File: src/rtl/pwm_pkg.sv
// rtl/pwm_pkg.sv - shared constants and types for the pwm generator and pwm_capture
package pwm_pkg;

  localparam int PWM_DWC = 8;  // default counter/data width
  localparam int PWM_CHN = 1;  // default channel count

  typedef logic [PWM_DWC-1:0] pwm_dat_t;  // duty / range value

endpackage

File: src/rtl/pwm_capture_sync.sv
// rtl/pwm_capture_sync.sv - pwm input register, or 2-flop synchronizer under PWM_CAPTURE_SYNC_EN
//
// Ports:
//   clk   clock
//   rstn  asynchronous active-low reset
//   pwm   [W] raw pwm inputs
//   smp   [W] registered/synchronized samples
//
// PWM_CAPTURE_SYNC_EN defined: two flops per bit (pin inputs).
// Not defined: one flop per bit (same-clock loopback only).
module pwm_capture_sync #(
  parameter int W = 1
) (
  input  logic         clk,
  input  logic         rstn,
  input  logic [W-1:0] pwm,
  output logic [W-1:0] smp
);

`ifdef PWM_CAPTURE_SYNC_EN
  logic [W-1:0] meta;

  always_ff @(posedge clk or negedge rstn) begin
    if (!rstn) begin
      meta <= '0;
      smp  <= '0;
    end else begin
      meta <= pwm;
      smp  <= meta;
    end
  end
`else
  always_ff @(posedge clk or negedge rstn) begin
    if (!rstn) begin
      smp <= '0;
    end else begin
      smp <= pwm;
    end
  end
`endif

endmodule

File: src/rtl/pwm_capture.sv
// rtl/pwm_capture.sv - measures pwm high time per fixed window and streams the counts
//
// Ports:
//   clk      clock
//   rstn     asynchronous active-low reset
//   cke      synchronous clock enable (one sample per cke cycle)
//   ena      enable; low clears window, accumulators, pending output and ovf
//   rng      [DWC] window length in cke cycles (0 = no windows)
//   pwm      [CHN] pwm inputs
//   str_dat  [CHN*DWC] high count per channel, channel 0 in the low bits
//   str_vld  output valid
//   str_rdy  downstream ready
//   ovf      sticky overrun flag
//
// Macro PWM_CAPTURE_SYNC_EN selects a 2-flop input synchronizer (see pwm_capture_sync).
module pwm_capture
  import pwm_pkg::*;
#(
  parameter int DWC = PWM_DWC,
  parameter int CHN = PWM_CHN
) (
  input  logic               clk,
  input  logic               rstn,
  input  logic               cke,
  input  logic               ena,
  input  logic [DWC-1:0]     rng,
  input  logic [CHN-1:0]     pwm,
  output logic [CHN*DWC-1:0] str_dat,
  output logic               str_vld,
  input  logic               str_rdy,
  output logic               ovf
);

  logic [CHN-1:0]          smp;
  logic [DWC-1:0]          win;
  logic [CHN-1:0][DWC-1:0] acc;
  logic [CHN-1:0][DWC-1:0] res;
  logic                    step;
  logic                    eow;
  logic                    cap;

  pwm_capture_sync #(.W(CHN)) u_sync (
    .clk  (clk),
    .rstn (rstn),
    .pwm  (pwm),
    .smp  (smp)
  );

  // rng == 0 is excluded explicitly so rng-1 wrapping to all-ones never ends a window.
  assign step = ena & cke;
  assign eow  = step & (rng != '0) & (win == rng - DWC'(1));
  // The output register accepts a new result if empty or emptying this cycle.
  assign cap  = eow & (~str_vld | str_rdy);

  // Running count including the current sample; this is the window result at eow.
  always_comb begin
    res = '0;
    for (int i = 0; i < CHN; i++) begin
      res[i] = acc[i] + DWC'(smp[i]);
    end
  end

  always_ff @(posedge clk or negedge rstn) begin
    if (!rstn) begin
      win     <= '0;
      acc     <= '0;
      str_dat <= '0;
      str_vld <= 1'b0;
      ovf     <= 1'b0;
    end else if (!ena) begin
      // str_dat is left as is; dropping str_vld discards it.
      win     <= '0;
      acc     <= '0;
      str_vld <= 1'b0;
      ovf     <= 1'b0;
    end else begin
      if (rng == '0 || eow) begin
        win <= '0;
        acc <= '0;
      end else if (cke) begin
        win <= win + DWC'(1);
        acc <= res;
      end

      if (cap) begin
        str_dat <= res;
        str_vld <= 1'b1;
      end else if (str_rdy) begin
        str_vld <= 1'b0;
      end

      // Result arriving while the previous one is still stalled is dropped.
      if (eow && str_vld && !str_rdy) begin
        ovf <= 1'b1;
      end
    end
  end

endmodule

File: config.mk
export PLATFORM = sky130hd
export DESIGN_NAME = pwm_capture
export DESIGN_NICKNAME = d
export VERILOG_FILES = /design/src/rtl/pwm_pkg.sv /design/src/rtl/pwm_capture_sync.sv /design/src/rtl/pwm_capture.sv
export SDC_FILE = /design/constraint.sdc
export NUM_CORES = 1
export LEC_CHECK = 0
export CORE_MARGIN = 3
export CORE_UTILIZATION = 45
export DETAILED_ROUTE_END_ITERATION = 10
export PLACE_DENSITY = 0.69
export SYNTH_ARGS = -nofsm -noshare
export SYNTH_HDL_FRONTEND = slang
export SYNTH_SLANG_ARGS = --single-unit
export TNS_END_PERCENT = 20
File: constraint.sdc
create_clock -name clk -period 2.8 [get_ports clk]
set_input_delay 0.56 -clock clk [delete_from_list [all_inputs] [get_ports clk]]
set_output_delay 0.56 -clock clk [all_outputs]
set_load 0.02 [all_outputs]
---- Word-level counts from Yosys, hierarchy flattened ----
Index checks and enable logic that the tools add are counted.
cells by class
  equality and inequality tests ........... 4
  muxes and demuxes ....................... 11
  bitwise operators ....................... 6
  reductions and logical operators ........ 7
  add/sub/neg operators ................... 3
operators with widths
  cell                                                                count
  8-bit 2-to-1 mux                                                    6
  8-bit by 1-bit adder with 8-bit output                              1
  8-bit by 1-bit adder with 8-bit output, second input constant       1
  8-bit equality test                                                 1
  8-bit logical NOT                                                   1
  8-bit nonzero test                                                  1
  8-bit by 1-bit subtractor with 8-bit output, second input constant  1
  1-bit 2-to-1 mux                                                    5
  1-bit AND                                                           4
  3-bit by 1-bit != test with 1-bit output, second input constant     1
  3-bit by 2-bit != test with 1-bit output, second input constant     1
  1-bit logical AND                                                   2
  2-bit by 1-bit != test with 1-bit output, second input constant     1
  2-bit AND reduction                                                 1
  1-bit logical NOT                                                   1
  1-bit logical OR                                                    1
  1-bit inverter                                                      1
  1-bit bitwise OR                                                    1
word-level totals
  bits in registers ....................... 27
  output and inout bits ................... 10
  logic and storage cells ................. 37

---- Longest topological paths before layout ----
  word-level depth ........................ 7
  depth in mapped cells ................... 9

---- By module ----
Synthesis repeated with hierarchy kept, for this count alone.
unflattened totals
  cell total of the unflattened synthesis .. 146
  area, all modules ....................... 1505.2 um^2
modules (own cells, without submodules)
  module            area each (um^2)  cells an instance  sequential area each (um^2)  times used
  pwm_capture       1480.2            145                650.6                        1
  pwm_capture_sync  25.0              1                  25.0                         1

---- Least setup slack after synthesis ----
No wires, ideal clock.
  path type ............................... input port to flip-flop
  from .................................... input port rng[2]
  to ...................................... register str_dat[0]
  slack ................................... 0.074 ns
  required time ........................... 2.675 ns
  setup time .............................. 0.125 ns
  path buffers ............................ 1
  arrival time ............................ 2.602 ns
  stages .................................. 7
  cell sequence ........................... or3_1 > buf_2 > or4_1 > a211oi_2 > o311ai_2 > nor3_4 > mux2_2
between the ends
  cells in the longest elaborated chain, start to end .. 5
ends and longest elaborated chain
  what                                                                               line               RTL
  start, declared                                                                    pwm_capture.sv:26  input logic [DWC-1:0] rng,
  8-bit by 1-bit subtractor with 8-bit output or 8-bit nonzero test (tied branches)  pwm_capture.sv:51  assign eow = step & (rng != '0) & (win == rng - DWC'(1));
  8-bit equality test or 1-bit AND (tied branches)                                   pwm_capture.sv:51
  1-bit AND *                                                                        pwm_capture.sv:51
  1-bit AND *                                                                        pwm_capture.sv:53  assign cap = eow & (~str_vld | str_rdy);
  2-bit AND reduction (no source line) *                                             --
  end signal, assigned                                                               pwm_capture.sv:86  str_dat <= res;
  end, declared                                                                      pwm_capture.sv:28  output logic [CHN*DWC-1:0] str_dat,
Mark *: on every way between the ends. The rest lies on a longest branch, timed or not.
A chain may end at the register's enable or synchronous reset.

---- Final worst setup path ----
Same ends and word-level chain as after synthesis.

==> flow_metrics.tcl <==
set metrics [dict create \
    final_util 0.630 \
    grt_pass1_wl_um 5130 \
    floorplan.die_area_um2 4070 \
    drtIter0Drc 26 \
    worst_setup_path_start_kind "primary input" \
    cts_htree_levels 1 \
    synth_cells 146 \
    grt_start_max_net_pins 28 \
    worstPathRequired_ps 3010 \
    synth_nets 165 \
    arrival_ps 2980 \
    clockRootBuffer "clkbuf_4" \
    synth.top_cell.area_share 0.449 \
    routedWlPerCell_um 13.1 \
    num_antenna_cells 0 \
    final_cell_mix "27 x dfrtp_1, 23 x nor2_1, 23 x clkdlybuf4s50_1" \
    area_growth_pct 30.8 \
    r2r_start "win[5]" \
    p_per_area_nw_per_um2 339 \
    ant_nets 0 \
    grt_pass1_vias 1142 \
    worstHoldEndpoint "str_dat[5]" \
    synthesis.area_um2 1510 \
    hold_viol 0 \
    r2r_slack_ps 530 \
    finalPower_uw 667 \
    fin_tns_setup_ps 0 \
    cts_hold_buffers 0 \
    fin_crit_ps 2770 \
    finClkSkew_ps 14.1 \
    antenna_found_initial 0 \
    dieHeight_um 63.8 \
    ioPinCount 24 \
    layout-drive-gt1-share 0.184 \
    crit_path_max_fanout 8 \
    fill_cells 277 \
    gp_congestion 0.752 \
    overflow 0 \
    cts_tree "done" \
    layout.nets 205 \
    clock-sinks 27 \
    yosys_warnings 0 \
    route.vias.total 1164 \
    wirelength_um 3000 \
    synth_area_leaders "dfrtp_1 45%, xor2_1 9.3%, mux2_2 6.0%" \
    crit_type "primary input to flop" \
    yosysSeqAreaShare 0.449 \
    start_util 0.481 \
    clock_latency_ps 320 \
    maxCapViolations 0 \
    r2r_end "str_dat[0]" \
    rsz0062_at_grt "false" \
    slew_headroom 0.758 \
    r2r_cells 7 \
    dp_hpwl_um 2270 \
    avgSynthCellArea_um2 10.3 \
    post_cts_buffers 0 \
    clk_pin_slew_worst_paths_ps 140 \
    tightest_slew_ps 363 \
    setup_viol 0 \
    finalCritPeriodShare 0.990 \
    track_usage 0.155 \
    end_kind "flop" \
    ir_drop_mv 0.332 \
    whs_path_depth 1 \
    core_area_um2 3130 \
    ys_types 32 \
    hold_path_class "flop to flop" \
    ys_ff_latch 27 \
    first_pass_iters 4 \
    layoutNonFillerInstCount 229 \
    final_common_cell "dfrtp_1" \
    placed_cells 225 \
    hold_start "str_dat[5]" \
    rows 20 \
    status "completed" \
    maxSlewViolCount 0 \
    port_buffers 23 \
    dieWidth_um 63.8 \
    drc 0 \
    p_leak_nw 0.885 \
    cts_buffers 3 \
    timing.fmax_mhz 361 \
    vias_per_cell 5.08 \
    cts_buffer_depth 2 \
    synth_area_leader_cell "dfrtp_1" \
]
## cell type report
| cell class | count | area, um2 | area share |
|---|---|---|---|
| clock buffers | 4 | 26.3 | 0.0133 |
| well taps | 44 | 55.1 | 0.0280 |
| repair buffers | 38 | 355 | 0.180 |
| inverters | 4 | 15.0 | 0.00762 |
| multi-input cells | 112 | 842 | 0.428 |
| flip-flops and latches | 27 | 676 | 0.343 |
## critical path, stage by stage
cell	delay, ps
clkdlybuf4s50_1	420
or3_4	400
or4_1	500
a211oi_2	280
o311ai_4	160
nor3_4	170
buf_12	150
mux2_2	330
## power by group
group	switching (mW)	internal, mW	total, mW
Sequential	0.00633	0.397	0.403
Clock	0.106	0.0557	0.161
Combinational	0.0510	0.0519	0.103
## sequential cells by signal, indices dropped and copies added, names as in the netlist
signal / flops
u_sync.smp: 1
acc: 8
win: 8
ovf: 1
str_dat: 8
str_vld: 1
## layer usage
| metal | part of all wire | track usage | vias to the layer above |
|---|---|---|---|
| li1 | - | - | 583 |
| met1 | 0.44 | 0.209 | 555 |
| met2 | 0.51 | 0.261 | 24 |
| met3 | 0.042 | 0.0334 | 2 |
| met4 | 0.0050 | 0.0243 | 0 |
| met5 | 0 | 0 | - |
## how the worst max path moves through the flow
stage,startpoint,to,slack (ps),cells after the start
global route,rng[0],str_dat[6],10,10
detailed placement,rng[2],str_dat[6],-320,8
floorplan,rng[2],str_dat[0],70,7
global placement,rng[2],str_dat[1],-280,8
finish,rng[2],str_dat[0],30,8
CTS,rng[2],str_dat[2],20,8
## what timing repair did
item | in CTS | in global routing
setup endpoints to repair | 0 | 15
hold endpoints to repair | 0 | 0
gates resized for setup | 0 | 6
## stage by stage
step | setup WS, ps | hold WS (ps) | instance area [um2]
after floorplan | 73.6 | 264 | 1510
after global placement | -282 | 471 | 1900
after detailed placement | -325 | 495 | 1900
after CTS | 15.3 | 527 | 1930
after global routing | 11.5 | 545 | 1970
final | 28.6 | 521 | 1970
## synth_stat cells, drive strengths merged
cell type,n
dfrtp,27
nor2,23
xor2,16
nand2,10
xnor2,10
mux2,8
nand3,6
ha,5
inv,4
nand4,4
buf,3
mux2i,3
nor4,3
or3,3
a31oi,2
and3,2
nor2b,2
nor3,2
o21ai,2
a211oi,1
and2b,1
and3b,1
o21a,1
o2bb2ai,1
o311ai,1
o31a,1
o31ai,1
o41ai,1
or4,1
or4bb,1
## cell families after synthesis
family	after synthesis	synth area share
adders and majority gates	5	0.0416
buffers and inverters	7	0.0191
DFF	27	0.449
xor gates and xnor gates	26	0.151
and+or+nand+nor	59	0.198
muxes	11	0.0798
AOI/OAI and AO/OA	11	0.0615
(Power assumes the default switching activity.)
